[config.mk]
export PLATFORM = sky130hd
export DESIGN_NAME = crc_stream_engine
export DESIGN_NICKNAME = d
export VERILOG_FILES = /design/src/rtl/crc_pkg.sv /design/src/rtl/crc_step.sv /design/src/rtl/crc_stream_engine.sv
export SDC_FILE = /design/constraint.sdc
export NUM_CORES = 1
export LEC_CHECK = 0
export CORE_ASPECT_RATIO = 1.5
export CORE_UTILIZATION = 52
export DETAILED_ROUTE_END_ITERATION = 16
export GPL_TIMING_DRIVEN = 1
export HOLD_SLACK_MARGIN = 0.15
export PLACE_DENSITY = 0.79
export SYNTH_ARGS = -nofsm -noshare
export SYNTH_HDL_FRONTEND = slang
export SYNTH_SLANG_ARGS = --single-unit
[constraint.sdc]
create_clock -name clk -period 2.73 [get_ports clk]
set_input_delay 0.819 -clock clk [delete_from_list [all_inputs] [get_ports clk]]
set_output_delay 0.819 -clock clk [all_outputs]
set_load 0.005 [all_outputs]
[src/rtl/crc_pkg.sv]
// Shared types and constants for the streaming CRC engine and the frame parser.
package crc_pkg;

  typedef enum logic [1:0] {
    ST_IDLE = 2'd0,
    ST_ACC  = 2'd1,
    ST_DONE = 2'd2
  } crc_state_e;

  localparam logic MODE_GEN = 1'b0;
  localparam logic MODE_CHK = 1'b1;

  // Legacy encoder CRC is a plain byte XOR, i.e. x^8+1.
  localparam logic [7:0] CRC8_XOR   = 8'h01;
  localparam logic [7:0] CRC8_SMBUS = 8'h07;

  localparam logic [7:0] DEF_POLY   = CRC8_XOR;
  localparam logic [7:0] DEF_INIT   = 8'h00;
  localparam logic [7:0] DEF_XOROUT = 8'h00;

endpackage : crc_pkg

[src/rtl/crc_step.sv]
// One-symbol CRC update: non-reflected LFSR, data processed MSB first.
module crc_step #(
  parameter int unsigned     CRC_W  = 8,
  parameter int unsigned     DATA_W = 8,
  parameter logic [CRC_W-1:0] POLY  = CRC_W'(8'h01)
) (
  input  logic [CRC_W-1:0]  crc_in,
  input  logic [DATA_W-1:0] data,
  output logic [CRC_W-1:0]  crc_out
);

  logic [CRC_W-1:0] w_crc;
  logic             w_fb;

  always_comb begin
    // NOTE: w_crc is assigned before the loop reads it, so no latch is inferred,
    // and blocking assignments let each bit see the previous bit's result.
    w_crc = crc_in;
    w_fb  = 1'b0;
    for (int i = DATA_W - 1; i >= 0; i--) begin
      w_fb  = w_crc[CRC_W-1] ^ data[i];
      w_crc = (w_crc << 1) ^ (w_fb ? POLY : '0);
    end
    crc_out = w_crc;
  end

endmodule : crc_step

[src/rtl/crc_stream_engine.sv]
// Byte-serial CRC generator/checker between the frame assembler/parser and the line shifter.
module crc_stream_engine
  import crc_pkg::*;
#(
  parameter int unsigned      CRC_W     = 8,
  parameter int unsigned      DATA_W    = 8,
  parameter logic [CRC_W-1:0] POLY      = CRC_W'(DEF_POLY),
  parameter logic [CRC_W-1:0] INIT      = CRC_W'(DEF_INIT),
  parameter logic [CRC_W-1:0] XOROUT    = CRC_W'(DEF_XOROUT),
  parameter int unsigned      MAX_BYTES = 16,
  parameter int unsigned      CNT_W     = 5
) (
  input  logic              clk,
  input  logic              rst_n,
  input  logic              clr,
  input  logic              mode_chk,
  input  logic              s_valid,
  output logic              s_ready,
  input  logic [DATA_W-1:0] s_data,
  input  logic              s_last,
  output logic              crc_valid,
  output logic [CRC_W-1:0]  crc_out,
  output logic              crc_ok,
  output logic              len_err,
  output logic [CNT_W-1:0]  byte_cnt
);

  localparam logic [CNT_W-1:0] MAX_CNT = CNT_W'(MAX_BYTES);

  crc_state_e       r_state;
  logic             r_mode;
  logic [CRC_W-1:0] r_crc;
  logic [CNT_W-1:0] r_cnt;
  logic             r_ready;
  logic             r_crc_valid;
  logic [CRC_W-1:0] r_crc_out;
  logic             r_crc_ok;
  logic             r_len_err;

  logic             w_accept;
  logic             w_first;
  logic             w_mode;
  logic [CNT_W-1:0] w_cnt_base;
  logic [CNT_W-1:0] w_cnt_next;
  logic [CRC_W-1:0] w_crc_fold;
  logic [CRC_W-1:0] w_result;
  logic             w_len_err;
  logic             w_ok;

  crc_step #(
    .CRC_W  (CRC_W),
    .DATA_W (DATA_W),
    .POLY   (POLY)
  ) u_step (
    .crc_in  (r_crc),
    .data    (s_data),
    .crc_out (w_crc_fold)
  );

  // Mode and byte count come straight from the inputs on the first byte of a frame.
  assign w_accept   = s_valid & r_ready;
  assign w_first    = (r_state == ST_IDLE);
  assign w_mode     = w_first ? mode_chk : r_mode;
  assign w_cnt_base = w_first ? '0 : r_cnt;
  assign w_cnt_next = (&w_cnt_base) ? w_cnt_base : w_cnt_base + CNT_W'(1);
  assign w_len_err  = (w_cnt_next > MAX_CNT);

  // In CHK mode the trailing byte is the received CRC, so it is compared, not folded.
  assign w_result = ((w_mode == MODE_CHK) ? r_crc : w_crc_fold) ^ XOROUT;
  assign w_ok     = !w_len_err &&
                    ((w_mode == MODE_GEN) || (s_data[CRC_W-1:0] == w_result));

  always_ff @(posedge clk or negedge rst_n) begin
    // NOTE: all state uses non-blocking assignments so every register samples
    // pre-edge values regardless of statement order.
    if (!rst_n) begin
      r_state     <= ST_IDLE;
      r_mode      <= MODE_GEN;
      r_crc       <= INIT;
      r_cnt       <= '0;
      r_ready     <= 1'b1;
      r_crc_valid <= 1'b0;
      r_crc_out   <= '0;
      r_crc_ok    <= 1'b0;
      r_len_err   <= 1'b0;
    end else begin
      r_crc_valid <= 1'b0;
      if (clr) begin
        r_state <= ST_IDLE;
        r_crc   <= INIT;
        r_cnt   <= '0;
        r_ready <= 1'b1;
      end else begin
        case (r_state)
          ST_IDLE, ST_ACC: begin
            if (w_accept) begin
              r_cnt <= w_cnt_next;
              if (w_first) r_mode <= mode_chk;
              if (s_last) begin
                r_state     <= ST_DONE;
                r_ready     <= 1'b0;
                r_crc       <= INIT;
                r_crc_valid <= 1'b1;
                r_crc_out   <= w_result;
                r_crc_ok    <= w_ok;
                r_len_err   <= w_len_err;
              end else begin
                r_state <= ST_ACC;
                r_crc   <= w_crc_fold;
              end
            end
          end
          ST_DONE: begin
            r_state <= ST_IDLE;
            r_ready <= 1'b1;
          end
          default: begin
            r_state <= ST_IDLE;
            r_crc   <= INIT;
            r_ready <= 1'b1;
          end
        endcase
      end
    end
  end

  assign s_ready   = r_ready;
  assign crc_valid = r_crc_valid;
  assign crc_out   = r_crc_out;
  assign crc_ok    = r_crc_ok;
  assign len_err   = r_len_err;
  assign byte_cnt  = r_cnt;

endmodule : crc_stream_engine

==> run metrics <==
Post-CTS Repair Setup Buffers 0; first-pass GRT wire length 6.88 mm; layout overhead on the synthesized area 22.8%; number of warnings issued by yosys 0; worst reg2reg startpoint r_state[1]; Final Wtd Congestion 0.810; asr flop ratio synth 1.00; most instantiated flip-flop cell in the synthesis netlist dfrtp_1; Max clock buf depth 2; Pwr per Cell Area 510 nW/um^2; maximum number of pins on one net before global-route repair 29; flop and latch count out of synthesis 28; number of global-route vias before repair 1,544; final critical delay including setup and external delays 2.36 ns; Syn Nets 201; Avg Synthesized Cell Area 9.25 um^2; Post-Route WL 4.08 mm; die width approximately 49 um; capturing element of the worst setup path crc_ok; worst slew margin relative to its limit 0.734; number of buffers inserted during clock tree synthesis 3; Cell Area, Placed between 2000 and 2500 um^2; actual transition at the worst max-transition pin 0.400 ns; setup repair after global routing missed its margin false; clock-pin slew on the worst setup and hold paths approximately 0.1 ns; area of all placed cells without fillers 2110 um^2; Site Rows 25; maximum clock skew at final layout approximately 0.0037 ns; final net count 235; ratio of cells with drive above 1 in the final layout 0.114; Worst-Skew Late Latency roughly 0.28 ns; category of the critical setup timing path in2reg; worst setup slack for register-to-register paths approximately 0.7 ns; worst path setup slack after routing 0.369 ns; clock tree sinks 28; H-tree depth 1; type of origin of the critical path input pin; Post-Place Worst Slack 0.122 ns; Total Routing Usage GR 0.252; total negative slack 0 ns; maximum operating frequency around 420 MHz; detailed-route DRC error count 0; logic gate share of total power 0.281; CTS resizes 0; # IOs 31; kind of path behind the tightest hold check reg2reg; overflow left after global routing 0; PnR Total Power 0.00108 W; Clock power frac 0.245; max-cap violation count 0; internal power 0.000758 W; sw frac 0.296; status completed; Critical Path Start mode_chk; Detail Placement HPWL between 2 and 3 mm; Final Max Tran Viols 0; initial core utilization 0.545; total number of vias about 1,600; most common cell after layout, fill and taps aside clkdlybuf4s50_1; y dimension of the die slightly above 70 um; P_sw roughly 0.00032 W; CP arrival 2.56 ns; number of vias per cell 6.04; Final Hold Viols 0; nature of the critical path endpoint flop; post-synth design cell area 1720 um^2; number of antenna violations at the first check in global routing 0; crit-path cells clkdlybuf4s50_1 -> nand4bb_1 -> and3_1 -> nor4b_1 -> a41oi_1 -> a211oi_2; root buf cell clkbuf_8; worst-path maximum fanout 7; largest cells by area after synthesis dfrtp_1, nand2_1, o21ai_1, a21oi_1, nand4bb_1; count of flip-flops with a built-in enable after synthesis 0; number of antenna repair diodes 0; post-synth top area cell dfrtp_1; final setup vio count 0; Crit-path slowest cell clkdlybuf4s50_1; count of buffers inserted at the top-level ports 30; slowest stage delay, CP 0.61 ns; Die ar. between 3000 and 4000 um^2; number of nets with antenna violations after routing 0; Synth Instances 186; leakage power summed over all cells 0.890 nW; Yosys top cell area share 0.393; number of cells on the worst reg-to-reg path 8; first-pass iteration count of the detailed router 5; sequential area share after synthesis 0.408; CTS tree yes; Critical R2R Capture crc_ok; commonest cells after routing, fill and taps aside clkdlybuf4s50_1, nand2_1, dfrtp_1; maximum vdd ir drop 0.000364 V; core area approximately 3200 um^2; portion of the clock cycle consumed by the worst path in the final layout 0.865; Critical Path RT 2.93 ns; count of cell types in the netlist 42; per-cell routed wire length 15.8 um; Iter 0 DRT Violations 30; part of the power in registers 0.473; number of buffers added to fix hold violations after cts 0
[worst max-delay path, delay by kind of cell]
kind | cells | cell delay, ns
AND/OR/NAND/NOR | 3 | 0.73
buffers and inverters | 1 | 0.61
AO/OA/AOI/OAI | 2 | 0.40
[Yosys cell counts, types with 2 or more instances]
library cell  instances
o211ai_2              3
nor4b_2               2
o21ai_1              19
a22o_1                3
a32o_1                2
nor2_1               13
or3_1                 2
dfrtp_1              27
inv_1                 4
buf_6                 3
and3_1                5
o211ai_1              6
buf_2                 2
a21oi_1              18
clkbuf_1              2
nand3_1               5
nor4b_1               2
buf_4                 2
xor2_1                9
nand2_1              28
nand4bb_1             8
[state kept, by name, indices dropped and copies added (netlist names)]
signal	cells
crc_out	8
r_crc	8
byte_cnt	5
r_state	2
crc_ok	1
crc_valid	1
len_err	1
r_mode	1
s_ready	1
[stage by stage]
| step | utilization | std cells | hold slack [ns] |
|---|---|---|---|
| 2_1_floorplan | - | 186 | 0.474 |
| 5_1_grt | 0.669 | 259 | 0.533 |
| 3_5_place_dp | 0.651 | 255 | 0.477 |
| 4_1_cts | 0.669 | 259 | 0.503 |
| 3_3_place_gp | 0.651 | 255 | 0.469 |
| 6_report | 0.669 | 259 | 0.499 |
[final cells by class]
cell class	count	area (um^2)
multi-input combinational	143	918
clock buffer	4	55.1
inverter	5	18.8
tap	40	50.0
sequential	28	702
fill	261	1050
timing repair buffer	39	368
[worst min-delay path by stage]
stage	start	endpoint	slack, ns	cells past startpoint
6_report	len_err	len_err	0.50	1
5_1_grt	len_err	len_err	0.53	1
3_5_place_dp	len_err	len_err	0.48	1
3_3_place_gp	len_err	len_err	0.47	1
2_1_floorplan	len_err	len_err	0.47	1
4_1_cts	len_err	len_err	0.50	1
[kinds of logic after synthesis]
| logic type | Yosys count | synth area share |
|---|---|---|
| xor gates and xnor gates | 9 | 0.0458 |
| AOI/OAI and AO/OA | 60 | 0.226 |
| muxes | 2 | 0.0138 |
| adders and majority gates | 1 | 0.00727 |
| DFF | 28 | 0.408 |
| buffers and inverters | 15 | 0.0582 |
| and+or+nand+nor | 71 | 0.241 |
[per-layer routing]
layer	share of wire	vias to the layer above	global-route usage
li1	-	748	-
met1	0.39	759	0.270
met2	0.54	41	0.469
met3	0.032	16	0.0294
met4	0.034	0	0.154
met5	0	-	0
[power by group through the flow]
stage / logic (W) / registers (W) / clock network (W)
2_1_floorplan: 0.000168 / 0.000504 / 0
3_3_place_gp: 0.000294 / 0.000515 / 0
3_5_place_dp: 0.000304 / 0.000518 / 0
4_1_cts: 0.000306 / 0.000510 / 0.000264
5_1_grt: 0.000337 / 0.000516 / 0.000279
6_report: 0.000303 / 0.000510 / 0.000264
(Power assumes the default switching activity.)
